$ cat src/rtl/lock_pkg.sv
// Shared types and constants for the keypad-to-lock port arbiter.
// Holds the controller state encoding, result codes and parameter defaults.
package lock_pkg;

  typedef enum logic [2:0] {
    ST_IDLE,
    ST_DRIVE,
    ST_WAIT,
    ST_REPORT,
    ST_HOLD,
    ST_RELOCK,
    ST_LOCKOUT
  } state_t;

  localparam logic [1:0] RES_WRONG   = 2'b00;
  localparam logic [1:0] RES_UNLOCK  = 2'b01;
  localparam logic [1:0] RES_LOCKOUT = 2'b10;
  localparam logic [1:0] RES_REFUSED = 2'b11;

  localparam int DEF_UNLOCK_HOLD = 50;
  localparam int DEF_RESP_WAIT   = 2;

endpackage

$ cat src/rtl/rr_arbiter2.sv
// Two-port round-robin grant: a tie goes to the port not served last.
// The tie-break pointer moves only when the owner commits a grant.
module rr_arbiter2 (
  input  logic       clk,
  input  logic       reset,
  input  logic [1:0] req,
  input  logic       advance,
  output logic [1:0] grant
);

  logic prio;  // port that wins the next tie

  // NOTE: always_comb assigns a default first so no path leaves grant unassigned (no latch).
  always_comb begin
    grant = req;
    if (req == 2'b11) grant = prio ? 2'b10 : 2'b01;
  end

  // NOTE: sequential state uses non-blocking assignments so all registers update together.
  always_ff @(posedge clk or negedge reset) begin
    if (!reset) begin
      prio <= 1'b0;
    end else if (advance && (grant != 2'b00)) begin
      prio <= grant[0];
    end
  end

endmodule

$ cat src/rtl/lock_port_arbiter.sv
// Serves two keypads onto one code lock: arbitrates, drives the code, samples
// the lock's answer, holds it open, relocks it and refuses requests in lockout.
module lock_port_arbiter
  import lock_pkg::*;
#(
  parameter int UNLOCK_HOLD = DEF_UNLOCK_HOLD,
  parameter int RESP_WAIT   = DEF_RESP_WAIT
) (
  input  logic       clk,
  input  logic       reset,
  input  logic [1:0] req,
  input  logic [3:0] code0,
  input  logic [3:0] code1,
  input  logic       admin_in,
  output logic [1:0] gnt,
  output logic       done,
  output logic [1:0] result,
  output logic       busy,
  output logic       lock_enter,
  output logic [3:0] lock_code,
  output logic       lock_reset,
  output logic       lock_admin,
  input  logic       lock_unlock,
  input  logic       lock_lockout,
  input  logic [2:0] lock_attempts
);

  localparam int HW = $clog2(UNLOCK_HOLD + 1);
  localparam int WW = $clog2(RESP_WAIT + 1);
  localparam logic [HW-1:0] HOLD_LAST = HW'(UNLOCK_HOLD - 1);
  localparam logic [HW-1:0] HOLD_TC   = HW'(UNLOCK_HOLD);
  localparam logic [WW-1:0] WAIT_LAST = WW'(RESP_WAIT - 1);

  state_t        state;
  logic [HW-1:0] hold_cnt;
  logic [WW-1:0] wait_cnt;
  logic [1:0]    arb_grant;
  logic          arb_advance;
  logic          unused_attempts;

  assign unused_attempts = ^lock_attempts;

  // The pointer moves on every grant taken: IDLE exit and each refused response.
  assign arb_advance = (state == ST_IDLE) || ((state == ST_LOCKOUT) && !admin_in);

  rr_arbiter2 u_arb (
    .clk     (clk),
    .reset   (reset),
    .req     (req),
    .advance (arb_advance),
    .grant   (arb_grant)
  );

  // NOTE: every register, including the captured code and counters, is cleared by the async reset.
  always_ff @(posedge clk or negedge reset) begin
    if (!reset) begin
      state      <= ST_IDLE;
      hold_cnt   <= '0;
      wait_cnt   <= '0;
      gnt        <= 2'b00;
      done       <= 1'b0;
      result     <= RES_WRONG;
      busy       <= 1'b0;
      lock_enter <= 1'b0;
      lock_code  <= 4'b0000;
      lock_reset <= 1'b0;
      lock_admin <= 1'b0;
    end else begin
      lock_admin <= admin_in;
      lock_enter <= 1'b0;
      lock_reset <= 1'b0;
      done       <= 1'b0;

      case (state)
        ST_IDLE: begin
          if (req != 2'b00) begin
            state      <= ST_DRIVE;
            busy       <= 1'b1;
            gnt        <= arb_grant;
            lock_code  <= arb_grant[0] ? code0 : code1;
            lock_enter <= 1'b1;
          end
        end

        ST_DRIVE: begin
          state    <= ST_WAIT;
          wait_cnt <= '0;
        end

        ST_WAIT: begin
          if (wait_cnt == WAIT_LAST) begin
            state <= ST_REPORT;
            done  <= 1'b1;
            // Unlock wins if the lock shows both indications.
            if (lock_unlock)       result <= RES_UNLOCK;
            else if (lock_lockout) result <= RES_LOCKOUT;
            else                   result <= RES_WRONG;
          end else begin
            wait_cnt <= wait_cnt + 1'b1;
          end
        end

        ST_REPORT: begin
          gnt       <= 2'b00;
          lock_code <= 4'b0000;
          case (result)
            RES_UNLOCK: begin
              state    <= ST_HOLD;
              hold_cnt <= '0;
            end
            RES_LOCKOUT: state <= ST_LOCKOUT;
            default: begin
              state <= ST_IDLE;
              busy  <= 1'b0;
            end
          endcase
        end

        ST_HOLD: begin
          if (hold_cnt != HOLD_TC) hold_cnt <= hold_cnt + 1'b1;
          if (hold_cnt == HOLD_LAST) begin
            state      <= ST_RELOCK;
            lock_reset <= 1'b1;
          end
        end

        ST_RELOCK: begin
          state <= ST_IDLE;
          busy  <= 1'b0;
        end

        ST_LOCKOUT: begin
          gnt <= 2'b00;
          if (admin_in) begin
            state <= ST_IDLE;
            busy  <= 1'b0;
          end else if (req != 2'b00) begin
            gnt    <= arb_grant;
            done   <= 1'b1;
            result <= RES_REFUSED;
          end
        end

        default: begin
          state <= ST_IDLE;
          busy  <= 1'b0;
        end
      endcase
    end
  end

endmodule

$ cat config.mk
export PLATFORM = sky130hd
export DESIGN_NAME = lock_port_arbiter
export DESIGN_NICKNAME = d
export VERILOG_FILES = /design/src/rtl/lock_pkg.sv /design/src/rtl/rr_arbiter2.sv /design/src/rtl/lock_port_arbiter.sv
export SDC_FILE = /design/constraint.sdc
export NUM_CORES = 1
export LEC_CHECK = 0
export CAP_MARGIN = 10
export CORE_MARGIN = 1
export CORE_UTILIZATION = 53
export DETAILED_ROUTE_END_ITERATION = 8
export PLACE_DENSITY_LB_ADDON = 0.2
export SLEW_MARGIN = 20
export SYNTH_ARGS = -nofsm -noshare
export SYNTH_HDL_FRONTEND = slang
export SYNTH_HIERARCHICAL = 1
export SYNTH_SLANG_ARGS = --single-unit
$ cat constraint.sdc
create_clock -name clk -period 3.97 [get_ports clk]
set_input_delay 1.191 -clock clk [delete_from_list [all_inputs] [get_ports clk]]
set_output_delay 1.191 -clock clk [all_outputs]
set_load 0.01 [all_outputs]
Yosys cells after proc, flatten, opt, wreduce, memory -nomap -nowiden
Cells that the tools add are included.

Bits in registers: 25. Input port bits: 18. Output and inout port bits: 13.

Add/sub/neg operators: 2. Eq/ne operators: 21. Multiplexer cells: 37. Bitwise operators: 1. Reductions and logical operators: 21.

Operator list (number): 2-bit two-way mux (11); 3-bit one-hot mux with 6 select lines (1); 2-bit != test, second input constant (8); 3-bit two-way mux (4); 6-bit two-way mux (2); 6-bit one-hot mux with 2 select lines (1); 4-bit AND reduction (3); 2-bit nonzero test (6); 1-bit two-way mux (9); 4-bit two-way mux (2); 2-bit one-hot mux with 2 select lines (2); 4-bit one-hot mux with 2 select lines (1); 6-bit by 1-bit adder with 6-bit output, second input constant (1); 3-bit by 2-bit == test with 1-bit output, second input constant (2); 3-bit == test, second input constant (2); 6-bit == test, second input constant (1); 6-bit != test, second input constant (1); 2-bit one-hot mux with 3 select lines (1); 3-bit one-hot mux with 2 select lines (1); 2-bit AND reduction (3); 2-bit by 1-bit == test with 1-bit output, second input constant (2); 2-bit == test, second input constant (2); 2-bit by 1-bit != test with 1-bit output, second input constant (2); 1-bit one-hot mux with 4 select lines (1); 12 further kinds (13).

Longest topological paths before layout
Word-level depth: 5. Mapped depth: 6. Depth with buffers taken out: 6.

By module
The synthesis kept the hierarchy.

By module, submodules not included: lock_port_arbiter (instances 1, cells an instance 127, area an instance 1285.0 um^2, sequential area each 600.6 um^2); rr_arbiter2 (instances 1, cells an instance 6, area an instance 55.1 um^2, sequential area each 25.0 um^2).

Least setup slack after synthesis
OpenSTA, ideal clock, no wires.

Path type: in2reg. From: input port req[1]. To: register gnt[0]. Setup time: 0.067 ns. Data arrival time: 2.120 ns. Required time: 3.903 ns. Path slack: 1.783 ns. Stages: 5. Buffers on the path: 1. Cells stage by stage: or2_2 clkbuf_1 nand3b_1 and3_1 a32o_1.

Longest elaborated chain between the ends: 5. Elaborated cells between the ends (all ways): 9. Those cells by class: eq/ne (2); mux (5); reduce/logical (2).

Ends and longest elaborated chain: start, declared (RTL line lock_port_arbiter.sv:11) `input logic [1:0] req,`; 2-bit == test (RTL line rr_arbiter2.sv:16) `if (req == 2'b11) grant = prio ? 2'b10 : 2'b01;`; 2-bit two-way mux (RTL line rr_arbiter2.sv:16); 2-bit two-way mux (RTL line lock_port_arbiter.sv:137) `end else if (req != 2'b00) begin`; 2-bit two-way mux (RTL line lock_port_arbiter.sv:134) `if (admin_in) begin`; 2-bit one-hot mux with 3 select lines (RTL line lock_port_arbiter.sv:74) `case (state)`; end signal, assigned (RTL line lock_port_arbiter.sv:79) `gnt <= arb_grant;`; end signal, assigned (RTL line lock_port_arbiter.sv:138) `gnt <= arb_grant;`; end, declared (RTL line lock_port_arbiter.sv:15) `output logic [1:0] gnt,`.

Several ways; a longest one is shown, not always the timed one. The select of a mux whose other input is x is not followed. A chain may end at the register's enable or synchronous reset.

Worst setup path after layout
From: register result[0]. To: output port result[0].

RTL lines: start, declared (RTL line lock_port_arbiter.sv:17) `output logic [1:0] result,`; start signal, assigned (RTL line lock_port_arbiter.sv:62) `result <= RES_WRONG;`; start signal, assigned (RTL line lock_port_arbiter.sv:95) `if (lock_unlock) result <= RES_UNLOCK;`; start signal, assigned (RTL line lock_port_arbiter.sv:96) `else if (lock_lockout) result <= RES_LOCKOUT;`.

No word-level cell between the ends.

==> results.md <==
- The cell family contributing the most delay on the critical path is buffers and inverters.
- The number of pins with negative max-slew slack in the final report is 0.
- The number of nets in the synthesized netlist is 157.
- The clock latency on the worst-skew pair is 0.32 ns.
- TritonCTS built the clock tree.
- The cell count of the worst reg-to-reg path is 4.
- The global-route wire length before repair is 4610 um.
- The flow ran to the end, and the final reports show no timing, DRC or antenna violations.
- The initial antenna violation count is 0.
- Of the total power, the share spent switching nets is 0.388.
- The clock passes through at most 2 buffers.
- The cell type with the largest total area after synthesis is sky130_fd_sc_hd__dfrtp_1.
- By area the synthesized netlist is led by sky130_fd_sc_hd__dfrtp_1 (47%), sky130_fd_sc_hd__ha_1 (5.6%), sky130_fd_sc_hd__mux2i_1 (4.5%).
- In this run, post-CTS hold repair placed 0 buffers.
- The cell area after placement is 1610 sq um.
- Yosys mapped a number of flops with a built-in enable equal to 0.
- For this run, design rule violations remaining after detail routing come to 0.
- The core region is 2300 sq um.
- The number of diodes added for antenna fixing is 0.
- STA classifies the critical path endpoint as an output port.
- Yosys instantiated no cell more often than sky130_fd_sc_hd__dfrtp_1.
- The final count of hold timing violations is 0.
- The power density relative to cell area is 622 nW/um^2.
- The timing-limited maximum frequency is 402 MHz.
- The cell internal power dissipation is 625 uW.
- The final-report setup violation count is 0.
- The die width is 52.3 um.
- The pre-antenna-repair detailed-routing pass consisted of 4 iterations.
- For this run, the slowest stage of the critical path takes 0.56 ns.
- The time the worst path needs with I/O delays and setup is 2.49 ns.
- The sort of element at the start of the critical path is a flop.
- The number of input and output port buffers inserted is 27.
- The clock power share is 0.113.
- In the global route stage, met3 resource usage came out at 0.0348.
- The reported net switching power is 396 uW.
- Dividing the final minimum period by the clock period gives 0.627.
- The depth of the CTS H-tree is 1.
- The initialized floorplan defines 17 standard-cell rows.
- The number of DRC markers after the initial detailed-route iteration is 37.
- The via count of the first global-routing pass is 1057.
- The setup path with the least slack is of type reg2out.
- The count of cells resized by post-cts repair is 0.
- The sum of routed wire length over all layers is 2830 um.
- The total overflow left after global routing is 0.
- The clock slew at the register clock pins of the worst setup and hold paths is 0.14 ns.
- For this configuration, the core starts out at a cell density of 0.583.
- The critical path goes through clkdlybuf4s50_1.
- The data required time at the worst endpoint is 2.78 ns.
- The mean instance size in the synthesized netlist is 10.1 sq um.
- For this run, the total global-route usage over all layers was measured as 0.229.
- For this design the top-level I/O count stands at 31.
- In the global route stage, met1 resource usage came out at 0.274.
- The logic gate share of total power is 0.446.
- The number of library cell types mapped by synthesis is 39.
- In this run the number of cells on the critical path is 1.
- In this run the cell area of the synthesized design comes to 1340 sq um.
- The clock arrives with 0.00706 ns of skew.
- The gate count of the mapped netlist is 133.
- The reported max-cap violation count is 0.
- The worst-case IR drop observed on VDD is 441 uV.
- The half-perimeter wire length after detailed placement is 2080 um.
- The slowest library cell on the worst path is sky130_fd_sc_hd__clkdlybuf4s50_1.
- The area enclosed by the die boundary is 2730 sq um.
- In this run the static leakage power is 0.000723 uW.
- Once detail routing completed, the nets flagged for antenna violations numbered 0.
- The worst pin sits at a relative slew slack of 0.638.
- In the final timing run, aggregate negative setup slack is 0 ns.
- The finished cells cover 1640 sq um.
- The data arrival time of the worst path is 1.30 ns.
- The layer with the highest usage is met2.
- The routed layout has 1086 vias.
- The transition time of the tightest slew-check pin is 0.539 ns.
- The post-detailed-route wirelength per cell is 15.2 um.
- The met2 track demand over resource in global routing is 0.414.
- The fraction of the yosys area taken by sequential cells is 0.467.
- The tree built by TritonCTS fans out to 25 sinks.
- The number of buffers added by the clock tree synthesis step is 3.
- The top cell type's share of synthesized area is 0.467.
- In the final layout, the share of cells above drive strength 1 is 0.0570.
- The largest fanout on the critical path is 4.
- The number of vias per cell is 5.84.
- At the end of the flow, the number of nets in the layout was 183.
- The die is 52.3 um tall.
- Ranked by instance count, the synthesized netlist is headed by sky130_fd_sc_hd__dfrtp_1 (25), sky130_fd_sc_hd__inv_1 (10), sky130_fd_sc_hd__nand3_1 (9).
- In the synthesized netlist the dominant register cell turns out to be sky130_fd_sc_hd__dfrtp_1.
- Entering global routing, the biggest net connects 26 pins.
- The sequential cell fraction of total power is 0.441.
- Counting instances, the worst hold path has a depth of 1.
- Setup repair after global routing left no endpoint under its margin.
- The congestion estimate from routability-driven global placement came to 0.820.
- The fraction of synthesis flops using an asynchronous set or reset pin is 1.00.
- The CTS root buffer is sky130_fd_sc_hd__clkbuf_4.
- The number of buffers and inverters on the critical path is 1.
- From synthesis to final layout, the design area changed by 22.4%.
- The synthesis-stage register bit count is 25.
- The tightest min-delay check is of the reg2reg type.
- Yosys printed 6 warnings.
- The count of buffers added by post-CTS timing repair for setup is 0.
[path summary, 6_finish.rpt]
check                           from     endpoint  slack, ns
setup / recovery           result[0]    result[0]       1.48
hold / removal                gnt[1]       gnt[1]       0.51
setup reg to reg            state[2]  hold_cnt[2]       2.08
hold reg to reg               gnt[1]       gnt[1]       0.51
max in group asynchronous      reset   u_arb/prio       2.51
min in group asynchronous      reset  hold_cnt[2]       1.21
[power groups by stage]
stage	Combinational, uW	Clock, uW	Sequential (uW)
3_5_place_dp	454	0	456
5_1_grt	502	125	464
3_3_place_gp	432	0	443
4_1_cts	458	116	449
2_1_floorplan	318	0	420
6_report	455	115	450
[metrics by stage]
step	setup slack [ns]	hold WS [ns]	power, uW	utilization	instances
6_report	1.48	0.509	1020	0.714	186
5_1_grt	1.43	0.539	1090	0.714	186
4_1_cts	1.47	0.510	1020	0.714	186
3_5_place_dp	1.25	0.480	910	0.703	182
3_3_place_gp	1.26	0.477	876	0.703	182
2_1_floorplan	1.78	0.467	737	-	133
[flip-flops by register name, summed over array words and instances (netlist names)]
name and flops:
busy 1, done 1, gnt 2, hold_cnt 6
lock_admin 1, lock_code 4, lock_enter 1, lock_reset 1
result 2, state 3, u_arb/prio 1, wait_cnt 2
[placed cells by master, fill, tap and decap left out, types with 2 or more instances in the layout]
cell	netlist	layout
sky130_fd_sc_hd__a31oi_1	4	4
sky130_fd_sc_hd__nor2b_1	8	8
sky130_fd_sc_hd__a22o_1	3	3
sky130_fd_sc_hd__clkbuf_4	0	3
sky130_fd_sc_hd__a32o_1	3	3
sky130_fd_sc_hd__o31ai_1	2	2
sky130_fd_sc_hd__a21o_1	2	2
sky130_fd_sc_hd__mux2i_1	6	6
sky130_fd_sc_hd__o21ai_0	8	8
sky130_fd_sc_hd__buf_4	0	2
sky130_fd_sc_hd__nor2_1	3	3
sky130_fd_sc_hd__a21oi_1	2	2
sky130_fd_sc_hd__inv_1	10	10
sky130_fd_sc_hd__o22a_1	2	2
sky130_fd_sc_hd__or2_2	2	2
sky130_fd_sc_hd__nand2_1	8	8
sky130_fd_sc_hd__ha_1	6	6
sky130_fd_sc_hd__o21bai_1	2	2
sky130_fd_sc_hd__and3_1	2	2
sky130_fd_sc_hd__nand3b_1	3	3
sky130_fd_sc_hd__nand3_1	9	9
sky130_fd_sc_hd__clkdlybuf4s50_1	0	27
sky130_fd_sc_hd__dfrtp_1	25	25
[metal layers]
layer	vias up	routed length (um)
met5	-	0
met1	531	1200
met4	0	13
met2	23	1530
li1	530	-
met3	2	84
[kinds of logic (layout without fill, tap and decap cells)]
logic type / count (synthesis) / in the layout / share of synthesized area
simple gates: 41 / 41 / 0.171
mux: 6 / 6 / 0.0448
flops: 25 / 25 / 0.467
compound gates: 36 / 36 / 0.192
fa+ha+maj: 6 / 6 / 0.0560
buf+inv: 18 / 43 / 0.0626
xor+xnor: 1 / 1 / 0.00654
[area by class of cell]
type	instances	area (sq um)
fillers	170	657
multi-input cells	90	631
flip-flops and latches	25	626
repair buffers	29	285
inverters	10	37.5
well taps	28	35.0
clock buffers	4	26.3
(Power assumes the default switching activity.)
==> edit: new RTL, config.mk and constraints unchanged <==
Make the reset (`reset`) synchronous in 2 clocked blocks. Comments in the files are not updated.
--- a/src/rtl/rr_arbiter2.sv
+++ b/src/rtl/rr_arbiter2.sv
@@ -17,7 +17,7 @@
   end
 
   // NOTE: sequential state uses non-blocking assignments so all registers update together.
-  always_ff @(posedge clk or negedge reset) begin
+  always_ff @(posedge clk) begin
     if (!reset) begin
       prio <= 1'b0;
     end else if (advance && (grant != 2'b00)) begin
--- a/src/rtl/lock_port_arbiter.sv
+++ b/src/rtl/lock_port_arbiter.sv
@@ -52,7 +52,7 @@
   );
 
   // NOTE: every register, including the captured code and counters, is cleared by the async reset.
-  always_ff @(posedge clk or negedge reset) begin
+  always_ff @(posedge clk) begin
     if (!reset) begin
       state      <= ST_IDLE;
       hold_cnt   <= '0;
Check against the original RTL: differs if reset is asserted again (counterexample within 4 cycles, from zero or initial values and one cycle with reset low); with reset held inactive, the same outputs for 10 cycles.
==> edit against the original RTL <==
  * Via count grew 11%
  * Design area grew 2.6%
  * Routed wire length shrank 1.3%
  * Largest power group is now registers
  * Highest routed layer unchanged
  * Sequential cell count is the same
  * Total power shrank 13%
  * Area after synthesis grew 4.5%
  * Clock power is essentially flat
  * Setup slack lost 0.17 ns
  * First-iteration DRC count shrank 32%
==> edit: results <==
[cts]
clkTransAtPathRegs_ns = 0.13
root_buffer = "clkbuf_4"
h-tree-depth = 1
cts_max_path_buffers = 2
cts.repair.resized = 0
cts_buffers = 3

[setup_path]
crit_path_max_fanout = 7
r2r-start = "state[2]"
crit_arrival_ns = 2.90
ff2ff_setup_slack_ns = 2.05
startpoint = "req[0]"

[pwr]
p_leak_nw = 0.648
p_int_w = 0.000549
ir_drop_uv = 365

[global_routing]
grt_pass1_wl_um = 4390
grt_pass1_vias = 1050
grt_use_total = 0.210
grt_max_degree = 22

[placement]
post-place-ws_ns = 0.992
place_hpwl_um = 2050
gp_congestion = 0.760
port_buffers = 27
post_dp_cell_area_um2 = 1660

[final_layout]
drive_gt1_frac = 0.0751
final_nets = 198
largest_registers = "hold_cnt (6), lock_code (4), state (3)"

[sta]
fin_hold_ws_ns = 0.491
relSlewSlack = 0.439
fin_skew_ns = 0.00171
fmax_mhz = 376

[synthesis]
synth.distinct_cells = 49
syn-num-nets = 175
synth_seq_area_share = 0.357
ys.flop_type = "dfxtp_1"
ys_async_sr_fraction = 0
synthTopCellsByCount = "25 x dfxtp_1, 10 x nor2_1, 9 x inv_1"
ys_top_cells_by_area = "dfxtp_1 36%, ha_1 5.4%, mux2i_1 2.9%"
yosysWarnings = 6
syn_avg_cell_area_um2 = 9.27

[drt]
drt_iter0_drc = 25
vias = 1203
firstDrtPassIters = 4
vias_per_cell = 5.93
routed_wl_um = 2790

[status]
status = "completed"

[min_path]
min_from = "gnt[0]"
worstHoldPathType = "register to register"
[edit: changes by cell type in the layout (fill, tap and decap cells not counted), sizes merged, moves of 3 or more]
cell	before	now
dfrtp	25	0
nand3	9	5
dfxtp	0	25
nor2	3	11
and2	1	4
nand2	8	5
a211oi	0	5
[edit: cell families (layout without fill, tap and decap cells)]
group,Yosys count,in the layout,share of synthesized area
muxes,4,4,0.0286
DFF,25,25,0.357
xor gates and xnor gates,3,3,0.0188
and+or+nand+nor,53,53,0.244
adders and majority gates,6,6,0.0536
buffers and inverters,18,40,0.0608
AOI/OAI and AO/OA,42,42,0.237
[edit: path summary, 6_finish.rpt]
check / end / cells past startpoint
max: lock_code[2] / 4
min: gnt[0] / 1
max reg2reg: hold_cnt[5] / 4
min reg2reg: gnt[0] / 1
[edit: power by group through the flow]
stage          Clock, W  Combinational [W]  Sequential, W
5_1_grt        0.000129           0.000404       0.000415
3_5_place_dp          0           0.000369       0.000406
4_1_cts        0.000121           0.000372       0.000400
3_3_place_gp          0           0.000357       0.000402
6_report       0.000115           0.000369       0.000402
2_1_floorplan         0           0.000288       0.000365
[edit: routing by layer]
metal,up-vias,wire length [µm],global-route usage
met5,-,0,0
met2,34,1390,0.367
li1,592,-,-
met3,7,116,0.0374
met4,0,39,0.0702
met1,570,1240,0.254
[edit: layout make-up]
| type | instances | area (µm²) |
|---|---|---|
| multi-input cells | 108 | 815 |
| fillers | 205 | 795 |
| flip-flops and latches | 25 | 500 |
| repair buffers | 27 | 270 |
| well taps | 30 | 37.5 |
| inverters | 9 | 33.8 |
| clock buffers | 4 | 26.3 |
[edit: worst max-delay path, cell delays in order]
cell and delay [ns]:
clkdlybuf4s50_1 0.57, a21boi_0 0.71, mux2i_1 0.16, a211oi_1 0.27
